### src/rtl/uart_pkg.sv
// uart_pkg: FSM states and parity-type constants shared by the UART TX arbiter.
package uart_pkg;
    typedef enum logic [1:0] {IDLE, LAUNCH, WAIT_START, WAIT_END} arb_state_t;
    localparam logic PAR_EVEN = 1'b0;
    localparam logic PAR_ODD  = 1'b1;
endpackage

### src/rtl/uart_tx_arbiter_rr_picker.sv
// rr_picker: round-robin pick of the first active request at or after i_ptr.
module rr_picker #(
    parameter int NUM_REQ = 4
) (
    input  logic [NUM_REQ-1:0]         i_req,
    input  logic [$clog2(NUM_REQ)-1:0] i_ptr,
    output logic [NUM_REQ-1:0]         o_onehot,
    output logic [$clog2(NUM_REQ)-1:0] o_idx,
    output logic                       o_any
);
    localparam int IW = $clog2(NUM_REQ);

    always_comb begin
        int j;
        o_onehot = '0;
        o_idx    = '0;
        o_any    = 1'b0;
        j        = 0;
        for (int k = 0; k < NUM_REQ; k++) begin
            j = int'(i_ptr) + k;
            j = (j >= NUM_REQ) ? j - NUM_REQ : j;
            if (!o_any && i_req[j]) begin
                o_any       = 1'b1;
                o_onehot[j] = 1'b1;
                o_idx       = IW'(j);
            end
        end
    end
endmodule

### src/rtl/uart_tx_arbiter.sv
// uart_tx_arbiter: round-robin sharing of one UART transmitter among NUM_REQ requesters.
// Define UART_ARB_TIMEOUT_EN to abandon frames whose TX_BUSY never rises.
module uart_tx_arbiter
    import uart_pkg::*;
#(
    parameter int NUM_REQ     = 4,
    parameter int DATA_WIDTH  = 8,
    parameter int TIMEOUT_CYC = 16
) (
    input  logic                          i_clk,
    input  logic                          i_rst_n,
    input  logic [NUM_REQ-1:0]            i_req,
    input  logic [NUM_REQ*DATA_WIDTH-1:0] i_req_data,
    input  logic [NUM_REQ-1:0]            i_req_par_en,
    input  logic [NUM_REQ-1:0]            i_req_par_type,
    output logic [NUM_REQ-1:0]            o_gnt,
    output logic [DATA_WIDTH-1:0]         o_tx_p_data,
    output logic                          o_tx_par_enable,
    output logic                          o_tx_par_type,
    output logic                          o_tx_data_valid,
    input  logic                          i_tx_busy,
    output logic                          o_done,
    output logic [$clog2(NUM_REQ)-1:0]    o_owner,
    output logic                          o_err
);
    localparam int IW = $clog2(NUM_REQ);

    arb_state_t              r_state;
    logic [IW-1:0]           r_ptr;
    logic [IW-1:0]           r_owner;
    logic [NUM_REQ-1:0]      r_gnt;
    logic [DATA_WIDTH-1:0]   r_data;
    logic                    r_par_en;
    logic                    r_par_type;
    logic                    r_valid;
    logic                    r_done;
    logic [NUM_REQ-1:0]      w_onehot;
    logic [IW-1:0]           w_idx;
    logic                    w_any;
    logic [IW-1:0]           w_next_ptr;

    rr_picker #(.NUM_REQ(NUM_REQ)) u_picker (
        .i_req    (i_req),
        .i_ptr    (r_ptr),
        .o_onehot (w_onehot),
        .o_idx    (w_idx),
        .o_any    (w_any)
    );

    assign w_next_ptr = (r_owner == IW'(NUM_REQ - 1)) ? '0 : r_owner + 1'b1;

`ifdef UART_ARB_TIMEOUT_EN
    localparam int CW = $clog2(TIMEOUT_CYC + 1);
    logic [CW-1:0] r_cnt;
    logic          r_err;
    assign o_err = r_err;
`else
    assign o_err = 1'b0;
`endif

    always_ff @(posedge i_clk or negedge i_rst_n) begin
        if (!i_rst_n) begin
            r_state    <= IDLE;
            r_ptr      <= '0;
            r_owner    <= '0;
            r_gnt      <= '0;
            r_data     <= '0;
            r_par_en   <= 1'b0;
            r_par_type <= 1'b0;
            r_valid    <= 1'b0;
            r_done     <= 1'b0;
`ifdef UART_ARB_TIMEOUT_EN
            r_cnt      <= '0;
            r_err      <= 1'b0;
`endif
        end else begin
            r_gnt   <= '0;
            r_valid <= 1'b0;
            r_done  <= 1'b0;
`ifdef UART_ARB_TIMEOUT_EN
            r_err   <= 1'b0;
`endif
            case (r_state)
                IDLE: if (w_any && !i_tx_busy) begin
                    r_gnt      <= w_onehot;
                    r_owner    <= w_idx;
                    r_data     <= i_req_data[w_idx*DATA_WIDTH +: DATA_WIDTH];
                    r_par_en   <= i_req_par_en[w_idx];
                    r_par_type <= i_req_par_type[w_idx];
                    r_state    <= LAUNCH;
                end
                LAUNCH: begin
                    r_valid <= 1'b1;
                    r_state <= WAIT_START;
`ifdef UART_ARB_TIMEOUT_EN
                    r_cnt   <= '0;
`endif
                end
                WAIT_START: begin
                    if (i_tx_busy) r_state <= WAIT_END;
`ifdef UART_ARB_TIMEOUT_EN
                    // Timeout lands exactly TIMEOUT_CYC cycles after the launch pulse.
                    else if (r_cnt == CW'(TIMEOUT_CYC - 1)) begin
                        r_err   <= 1'b1;
                        r_ptr   <= w_next_ptr;
                        r_state <= IDLE;
                    end else r_cnt <= r_cnt + 1'b1;
`endif
                end
                WAIT_END: if (!i_tx_busy) begin
                    r_done  <= 1'b1;
                    r_ptr   <= w_next_ptr;
                    r_state <= IDLE;
                end
                default: r_state <= IDLE;
            endcase
        end
    end

    assign o_gnt           = r_gnt;
    assign o_owner         = r_owner;
    assign o_tx_p_data     = r_data;
    assign o_tx_par_enable = r_par_en;
    assign o_tx_par_type   = r_par_type;
    assign o_tx_data_valid = r_valid;
    assign o_done          = r_done;
endmodule

### config.mk
export PLATFORM = sky130hd
export DESIGN_NAME = uart_tx_arbiter
export DESIGN_NICKNAME = d
export VERILOG_FILES = /design/src/rtl/uart_pkg.sv /design/src/rtl/uart_tx_arbiter_rr_picker.sv /design/src/rtl/uart_tx_arbiter.sv
export SDC_FILE = /design/constraint.sdc
export NUM_CORES = 1
export LEC_CHECK = 0
export ABC_AREA = 1
export BUFFER_PORTS_ARGS = -buffer_cell sky130_fd_sc_hd__buf_2
export CORE_AREA = 2 2 69 58
export DETAILED_ROUTE_END_ITERATION = 10
export DIE_AREA = 0 0 71 60
export PLACE_DENSITY = 0.93
export SYNTH_ARGS = -nofsm -noshare
export SYNTH_HDL_FRONTEND = slang
export SYNTH_SLANG_ARGS = --single-unit
### constraint.sdc
create_clock -name i_clk -period 3.3 [get_ports i_clk]
set_input_delay 0.165 -clock i_clk [delete_from_list [all_inputs] [get_ports i_clk]]
set_output_delay 0.165 -clock i_clk [all_outputs]
set_load 0.02 [all_outputs]
After elaboration in Yosys (flattened, before gate mapping):

Cells that the tools add are included.

* bitwise operators: 4
* magnitude comparators: 13
* $add $sub $neg: 8
* shift-type cells: 1
* eq/ne operators: 7
* muxes and demuxes: 50
* reduce and logical (&&, ||, !) cells: 16

Operators by type and width (number)
* 32-bit by 1-bit greater-or-equal comparator with 1-bit output, second input constant: 4
* 32-bit by 4-bit < comparator with 1-bit output, second input constant: 4
* 32-bit two-way mux: 4
* 32-bit by 4-bit greater-or-equal comparator with 1-bit output, second input constant: 3
* 32-bit by 4-bit subtractor with 32-bit output, second input constant: 3
* 32-bit by 6-bit variable part select with 8-bit output: 1
* 4-bit two-way mux: 6
* 1-bit two-way mux: 21
* 2-bit two-way mux: 8
* 1-bit binary-select mux with 2-bit select: 6
* 4-bit bitwise OR: 3
* 1-bit demux with 2-bit select: 4
* 1-bit logical AND: 8
* 2-bit case mux with 4 select lines: 1
* 2-bit by 2-bit adder with 3-bit output, second input constant: 2
* 2-bit equality test, second input constant: 3
* 2-bit inequality test, second input constant: 3
* 1-bit logical NOT: 4
* 2-bit AND reduction: 2
* 2-bit by 3-bit subtractor with 4-bit output, second input constant: 1
* 2-bit by 1-bit adder with 3-bit output, second input constant: 1
* 2-bit by 3-bit greater-or-equal comparator with 1-bit output, second input constant: 1
* 2-bit by 3-bit < comparator with 1-bit output, second input constant: 1
* 3-bit AND reduction: 1
* 4 further kinds: 4

* register bits: 22
* logic and storage cells: 108
* input bits: 47
* output and inout bits: 19

Longest topological paths before layout:

Gate-level depths: netlist of the first run.

* depth in word-level cells: 18
* mapped depth: 16
* gate-level depth less buffers: 14

Modules after synthesis:

Synthesis of the first run repeated with hierarchy kept, for this count alone.

* cell total of the unflattened synthesis: 269
* area total of the unflattened synthesis: 1791.7 µm²

Modules (own cells, without submodules)
* uart_tx_arbiter: times used 1, seq. area each 550.5 µm², cells each 192, area each 1313.8 µm²
* rr_picker: times used 1, seq. area each 0.0 µm², cells each 77, area each 478.0 µm²

Least setup slack after synthesis of the first run:

No wires, ideal clock.

* path kind: reg-to-reg
* start: register r_ptr[0]
* end: register r_par_en, in the netlist o_tx_par_enable
* path buffers: 2
* period minus slack after synthesis: 2.136 ns
* arrival: 2.012 ns
* setup time: 0.124 ns
* slack: 1.164 ns
* stages on the path, launching flop included: 14
* required time: 3.176 ns
* path through: dfrtp_1 -> buf_6 -> inv_8 -> ha_1 -> inv_1 -> nand3_2 -> nand2_4 -> a21oi_2 -> nand2_2 -> nand3_4 -> buf_6 -> or2_0 -> nand3_1 -> nand3_1

* cells in the longest elaborated chain, start to end: 17
* elaborated cells on any way between the ends: 45
* classes of those cells: add/sub (7); order compare (4); mux (26); reduce/logical (8)

Ends and longest elaborated chain
* start, declared: line uart_tx_arbiter.sv:29 `logic [IW-1:0] r_ptr;`
* start signal, assigned: line uart_tx_arbiter.sv:112 `r_ptr <= w_next_ptr;`
* parallel branches: the longest is 17 deep, another holds 32-bit by 4-bit subtractor with 32-bit output
* end signal, assigned: line uart_tx_arbiter.sv:88 `r_par_en <= i_req_par_en[w_idx];`
* end, declared: line uart_tx_arbiter.sv:33 `logic r_par_en;`

Parallel ways; which one is timed is not known. The select of a mux whose other input is x is not followed.
A chain may end at the register's enable or synchronous reset.

Worst setup path after layout of the first run:

* start: register r_ptr[0]
* end: register r_data[0], in the netlist o_tx_p_data[0]

* cells in the longest elaborated chain, start to end: 17
* elaborated cells on any way between the ends: 44
* classes of those cells: add/sub (7); order compare (4); shift (1); mux (24); reduce/logical (8)

Ends and longest elaborated chain
* parallel branches: the longest is 17 deep, another holds 32-bit by 4-bit subtractor with 32-bit output
* end signal, assigned: line uart_tx_arbiter.sv:87 `r_data <= i_req_data[w_idx*DATA_WIDTH +: DATA_WIDTH];`
* end, declared: line uart_tx_arbiter.sv:32 `logic [DATA_WIDTH-1:0] r_data;`

Parallel ways; which one is timed is not known. The select of a mux whose other input is x is not followed.

==> flow_summary_export.csv, run 1 <==
group,metric,value,unit
run_status,status,"finished, final reports clean",
final_layout,post-route-util,0.616,
detailed_routing,wl,4.33,mm
final_layout,drive_above_1_share,0.310,
detailed_routing,vias_per_cell,5.01,
clock_tree,htreeDepth,1,
setup_path,start_kind,"flop",
hold_path,hold_class,"in -> reg",
clock_tree,postCtsSetupBuffers,0,
setup_path,cpLargestDelayFamily,"simple AND/OR/NAND/NOR gates",
clock_tree,cts.repair.resized,0,
timing,finalHoldViolCount,0,
clock_tree,clk_pin_slew,0.07,ns
timing,fin_crit_sh,0.825,
clock_tree,clock_latency,0.26,ns
pwr,p_clk_frac,0.083,
logic_synthesis,syn_area_per_cell,7.10,um2
die,die_area,4260,um2
die,rows,20,
clock_tree,cts_sinks,22,
logic_synthesis,yosysTopAreaCell,"dfrtp_1",
detailed_routing,drt.antenna.violating_nets,0,
setup_path,end_kind,"flop",
clock_tree,clockBufferDepth,2,
setup_path,max_stage_delay,0.67,ns
clock_tree,cts_buffers,3,
global_route,grt_max_degree,36,
setup_path,crit_top_cell,"nand3_1",
timing,drv_slew,0,
pwr,ir_worst_vdd,0.570,mV
timing,worst_clock_skew,0.00287,ns
detailed_routing,dr.pass1.iters,4,
timing,worst_pin_slew,0.510,ns
die,die_height,60,um
placed_design,io_buffers,64,
logic_synthesis,ys.flop_type,"dfrtp_1",
setup_path,cp.arrival,2.87,ns
pwr,power.density,1030,nW/um2
timing,whs,0.172,ns
pwr,p_int,1.02,mW
setup_path,cp_cell_sequence,"inv_8, ha_1, inv_1, nand3_2, nand2_4, a21oi_2, nand2_2, nand3_4, or2_2, nand3_1, nand3_1",
detailed_routing,route.detailed.drc,0,
pwr,p_leak,1.34,nW
global_route,grt_pass1_vias,1627,
detailed_routing,num_vias,1838,
logic_synthesis,syn_inst,260,
clock_tree,cts_tree,"done",
die,pin_count,66,
logic_synthesis,syn_area,1850,um2
logic_synthesis,synth.distinct_cells,33,
timing,rsz0062_at_grt,"no",
setup_path,critPathBufInv,2,
global_route,grt_pass1_wl,6.85,mm
setup_path,crit_fanout,35,
detailed_routing,drtIter0Drc,102,
final_layout,finalNetCount,381,
die,fp.dieW,71,um
detailed_routing,wl_per_cell,11.8,um
final_layout,diodes,0,
die,initial_core_util,0.509,
job,max-cap-violations,0,
pwr,switching_share,0.553,
timing,period_needed,2.72,ns
timing,slew_headroom,0.660,
setup_path,path_class,"reg -> reg",
logic_synthesis,synth-edff-count,0,
setup_path,cp_slowest_cell,"dfrtp_1",
logic_synthesis,yosysSeqAreaShare,0.298,
pwr,p_comb_frac,0.710,
logic_synthesis,synth_top_area_share,0.298,
global_route,grt-ovfl-total,0,
final_layout,syn_to_final_growth,20.9,%
setup_path,cp.required,3.45,ns
clock_tree,cts-root-buf,"clkbuf_8",
die,core-area,3630,um2
timing,setup_viol,0,
pwr,power,2.29,mW
logic_synthesis,yosys-top-cells-area,"dfrtp_1, nand2_1, inv_1",
placed_design,place_congestion,0.825,
logic_synthesis,ys_warn_count,0,
logic_synthesis,synth_fp_nets,317,
logic_synthesis,synth-seq-cells,22,
timing,setup_tns,0,ns
pwr,pwr-share-seq,0.207,
logic_synthesis,async_flop_share,1.00,
pwr,switchingPower,1.27,mW
global_route,antenna_found_initial,0,
placed_design,hpwl,3.44,mm
global_route,grtUsageTotal,0.201,
timing,max_clock_freq,0.367,GHz
synthesized netlist by cell type, types with 2 or more instances:
| library cell | n |
|---|---|
| nand4_4 | 2 |
| a21oi_1 | 7 |
| inv_1 | 45 |
| dfrtp_1 | 22 |
| nand3_4 | 2 |
| nand2_4 | 4 |
| nand4_1 | 6 |
| buf_6 | 3 |
| nand3_2 | 4 |
| o21ai_0 | 12 |
| inv_2 | 3 |
| nor2_1 | 2 |
| nor3_1 | 2 |
| buf_4 | 2 |
| o22ai_1 | 2 |
| ha_1 | 10 |
| nand2_2 | 6 |
| o211ai_1 | 4 |
| nand2_1 | 77 |
| or2_2 | 5 |
| nand3_1 | 28 |
registers in the layout, summed over array words and instances (netlist names):
| signal | flops |
|---|---|
| o_tx_par_type | 1 |
| r_ptr | 2 |
| o_done | 1 |
| o_tx_p_data | 8 |
| o_gnt | 4 |
| o_owner | 2 |
| o_tx_par_enable | 1 |
| r_state | 2 |
| o_tx_data_valid | 1 |
worst paths after layout:
path,to,slack [ns],startpoint,cells after the start
worst max-delay path,o_tx_p_data[0],0.58,r_ptr[0],11
worst min-delay path,o_tx_p_data[3],0.17,i_req_data[27],3
worst max register to register,o_tx_p_data[0],0.58,r_ptr[0],11
worst min register to register,o_tx_p_data[6],0.48,o_tx_p_data[6],2
max in group asynchronous,r_ptr[1],2.53,i_rst_n,2
min in group asynchronous,o_tx_p_data[5],0.43,i_rst_n,2
layer usage:
metal | track usage | vias up | share of wire
li1 | - | 952 | -
met1 | 0.251 | 828 | 0.44
met2 | 0.354 | 48 | 0.50
met3 | 0.0422 | 10 | 0.042
met4 | 0.0593 | 0 | 0.019
met5 | 0 | - | 0
worst reg2reg max path: stages, from the launching register on:
cell and delay, ns:
dfrtp_1 0.67, inv_8 0.11, ha_1 0.41, inv_1 0.14
nand3_2 0.10, nand2_4 0.13, a21oi_2 0.08, nand2_2 0.14
nand3_4 0.29, or2_2 0.39, nand3_1 0.08, nand3_1 0.08
what timing repair did:
item / CTS / global route
hold endpoints to repair: 22 / 0
hold buffers: 1 / 0
setup endpoints to repair: 0 / 0
cell type report:
type	instances	area (um2)
fillers	321	1400
multi-input cells	182	1040
flip-flops and latches	22	551
repair buffers	65	330
inverters	50	198
clock buffers	4	55.1
well taps	44	55.1
power groups by stage:
| stage | Combinational, mW | Clock, mW | Sequential, mW |
|---|---|---|---|
| after floorplan | 1.28 | 0 | 0.556 |
| after global placement | 1.56 | 0 | 0.475 |
| after detailed placement | 1.61 | 0 | 0.476 |
| after CTS | 1.62 | 0.193 | 0.474 |
| after global routing | 1.82 | 0.204 | 0.488 |
| final | 1.63 | 0.191 | 0.474 |
placed cells by master, fill, tap and decap left out, types with 5 or more instances in the layout:
| cell | instances |
|---|---|
| a21oi_1 | 7 |
| buf_2 | 64 |
| nand2_1 | 77 |
| dfrtp_1 | 22 |
| or2_2 | 5 |
| nand4_1 | 6 |
| nand2_2 | 6 |
| inv_1 | 45 |
| ha_1 | 10 |
| nand3_1 | 28 |
| o21ai_0 | 12 |
per-stage QoR:
stage | worst slack [ns] | area, um2 | std cells
after floorplan | 1.16 | 1850 | 260
after detailed placement | 0.607 | 2170 | 362
after CTS | 0.598 | 2230 | 367
final | 0.577 | 2230 | 367
after global placement | 0.712 | 2170 | 362
after global routing | 0.382 | 2230 | 367
cells by family after synthesis:
kind of cell | count (synthesis) | share of synthesized area
AND/OR/NAND/NOR | 142 | 0.404
buffers and inverters | 56 | 0.136
AO/OA/AOI/OAI | 29 | 0.0915
flip-flops | 22 | 0.298
adder cells (fa/ha/maj) | 10 | 0.0678
other | 1 | 0.00203
Power figures use the tool's default switching activity.
==> run 2: changes to the inputs <==
- CORE_AREA: 2 2 69 58 -> 2 2 71 60
- DIE_AREA: 0 0 71 60 -> 0 0 73 62
- PLACE_DENSITY: 0.93 -> 0.88
- clock period: 3.3 -> 2.85 ns (I/O delays scaled with it)
==> run 2 against run 1 <==
  * Combinational power up 17%
  * Register-to-register slack worse by 0.28 ns
  * Largest power group unchanged
  * Flip-flop and latch count unchanged
  * Wire length down 3.3%
  * Maximum frequency up 6.7%
  * First-iteration DRC count up 3.9%
==> flow_summary_export.csv, run 2 (synthesized netlist as in run 1, its figures left out) <==
group,metric,value,unit
run_status,status,"finished, final reports clean",
timing,setup_tns,0,ns
final_layout,largest_reg_flops,8,
clock_tree,cts_buffers,3,
detailed_routing,wl,4.19,mm
detailed_routing,wl_per_cell,11.3,um
setup_path,cp.required,3.00,ns
setup_path,cp.depth,11,
die,core-area,3920,um2
pwr,p_leak,1.34,nW
detailed_routing,drt-met1-wl,1.94,mm
placed_design,io_buffers,64,
die,pin_count,66,
setup_path,reg2regPathDepth,11,
job,max-cap-violations,0,
clock_tree,cts-root-buf,"clkbuf_8",
final_layout,finalNetCount,382,
final_layout,layout_common_cells,"nand2_1, buf_2, inv_1",
setup_path,path_class,"reg -> reg",
timing,setup_viol,0,
timing,max_clock_freq,0.392,GHz
setup_path,max_stage_delay,0.48,ns
hold_path,min_to,"o_tx_p_data[3]",
detailed_routing,vias_per_cell,5.00,
die,fp.dieW,73,um
detailed_routing,num_vias,1850,
setup_path,cpLargestDelayFamily,"simple AND/OR/NAND/NOR gates",
die,die_height,62,um
global_route,grt_pass1_wl,6.38,mm
timing,period_needed,2.55,ns
final_layout,drive_above_1_share,0.312,
setup_path,r2r_end,"o_tx_p_data[0]",
final_layout,syn_to_final_growth,21.5,%
timing,finalHoldViolCount,0,
clock_tree,postCtsSetupBuffers,0,
setup_path,cp_slowest_cell,"dfrtp_1",
global_route,grtUsageTotal,0.183,
setup_path,crit_fanout,35,
placed_design,hpwl,3.31,mm
setup_path,rr_startpoint,"r_ptr[1]",
final_layout,diodes,0,
pwr,ir_worst_vdd,0.511,mV
timing,drv_slew,0,
placed_design,place_congestion,0.861,
timing,worst_clock_skew,0.00138,ns
timing,rsz0062_at_grt,"no",
clock_tree,clk_pin_slew,0.08,ns
clock_tree,htreeDepth,1,
detailed_routing,routed.top_layer,"met4",
setup_path,start_kind,"flop",
pwr,power.density,1180,nW/um2
setup_path,critPathBufInv,2,
detailed_routing,dr.pass1.iters,4,
placed_design,placed_cells,365,
clock_tree,clockBufferDepth,2,
setup_path,r2r_slack,0.30,ns
clock_tree,cts_tree,"done",
die,die_area,4530,um2
timing,fin_crit_sh,0.895,
hold_path,hp-start,"i_req_data[27]",
final_layout,final_cells,370,
setup_path,end_kind,"flop",
detailed_routing,drt.antenna.violating_nets,0,
die,initial_core_util,0.472,
clock_tree,clock_latency,0.27,ns
clock_tree,cts_sinks,22,
setup_path,cp_cell_sequence,"inv_1, ha_1, inv_1, nand3_2, nand2_4, a21oi_2, nand2_2, nand3_4, or2_2, nand3_1, nand3_1",
global_route,grt_max_degree,36,
detailed_routing,wl_met2,1.97,mm
global_route,grt_pass1_vias,1509,
final_layout,nFillCells,350,
detailed_routing,route.detailed.drc,0,
detailed_routing,routed-wl-met3,208,um
pwr,power,2.65,mW
final_layout,layout_commonest_cell,"nand2_1",
hold_path,hold_path_depth,3,
setup_path,cp.arrival,2.71,ns
global_route,antenna_found_initial,0,
detailed_routing,drtIter0Drc,106,
die,rows,21,
hold_path,hold_class,"in -> reg",
global_route,grt-ovfl-total,0,
[run 2: worst min-delay path: cells and delay by family]
kind / cells / cell delay [ns]
buf+inv: 1 / 0.08
compound gates: 1 / 0.08
simple gates: 1 / 0.07
[run 2: timing repair]
action | in CTS | in global routing
gates resized for setup | 0 | 0
hold endpoints to repair | 22 | 0
hold buffers | 1 | 0
[run 2: how the worst max path moves through the flow]
stage	from	end	slack, ns
3_5_place_dp	r_ptr[1]	o_tx_p_data[0]	0.31
2_1_floorplan	r_ptr[0]	o_tx_par_enable	0.71
3_3_place_gp	r_ptr[1]	o_tx_p_data[1]	0.42
5_1_grt	r_ptr[1]	o_tx_par_enable	0.07
4_1_cts	r_ptr[1]	o_tx_p_data[0]	0.31
6_report	r_ptr[1]	o_tx_p_data[0]	0.30
[run 2: cell type report]
class,count,area [um2],share of cell area
timing repair buffer,66,338,0.151
sequential,22,551,0.245
inverter,50,198,0.0881
multi-input combinational,182,1040,0.466
tap,46,57.6,0.0257
clock buffer,4,55.1,0.0245
[run 2: where the power goes]
part,total (mW),internal (mW),switching [mW]
Clock,0.224,0.123,0.101
Combinational,1.90,0.631,1.27
Sequential,0.530,0.442,0.0881
[run 2: through the flow]
| step | cell area (um2) | utilization | setup WS [ns] | hold WS, ns |
|---|---|---|---|---|
| floorplan | 1850 | - | 0.714 | -0.153 |
| global placement | 2180 | 0.556 | 0.423 | 0.127 |
| detailed placement | 2180 | 0.556 | 0.311 | 0.133 |
| CTS | 2240 | 0.573 | 0.309 | 0.135 |
| global route | 2240 | 0.573 | 0.0661 | 0.149 |
| finish | 2240 | 0.573 | 0.298 | 0.138 |
[run 2: layer usage]
layer / vias to the layer above / track usage
li1: 958 / -
met1: 833 / 0.247
met2: 53 / 0.293
met3: 6 / 0.0339
met4: 0 / 0.0714
met5: - / 0
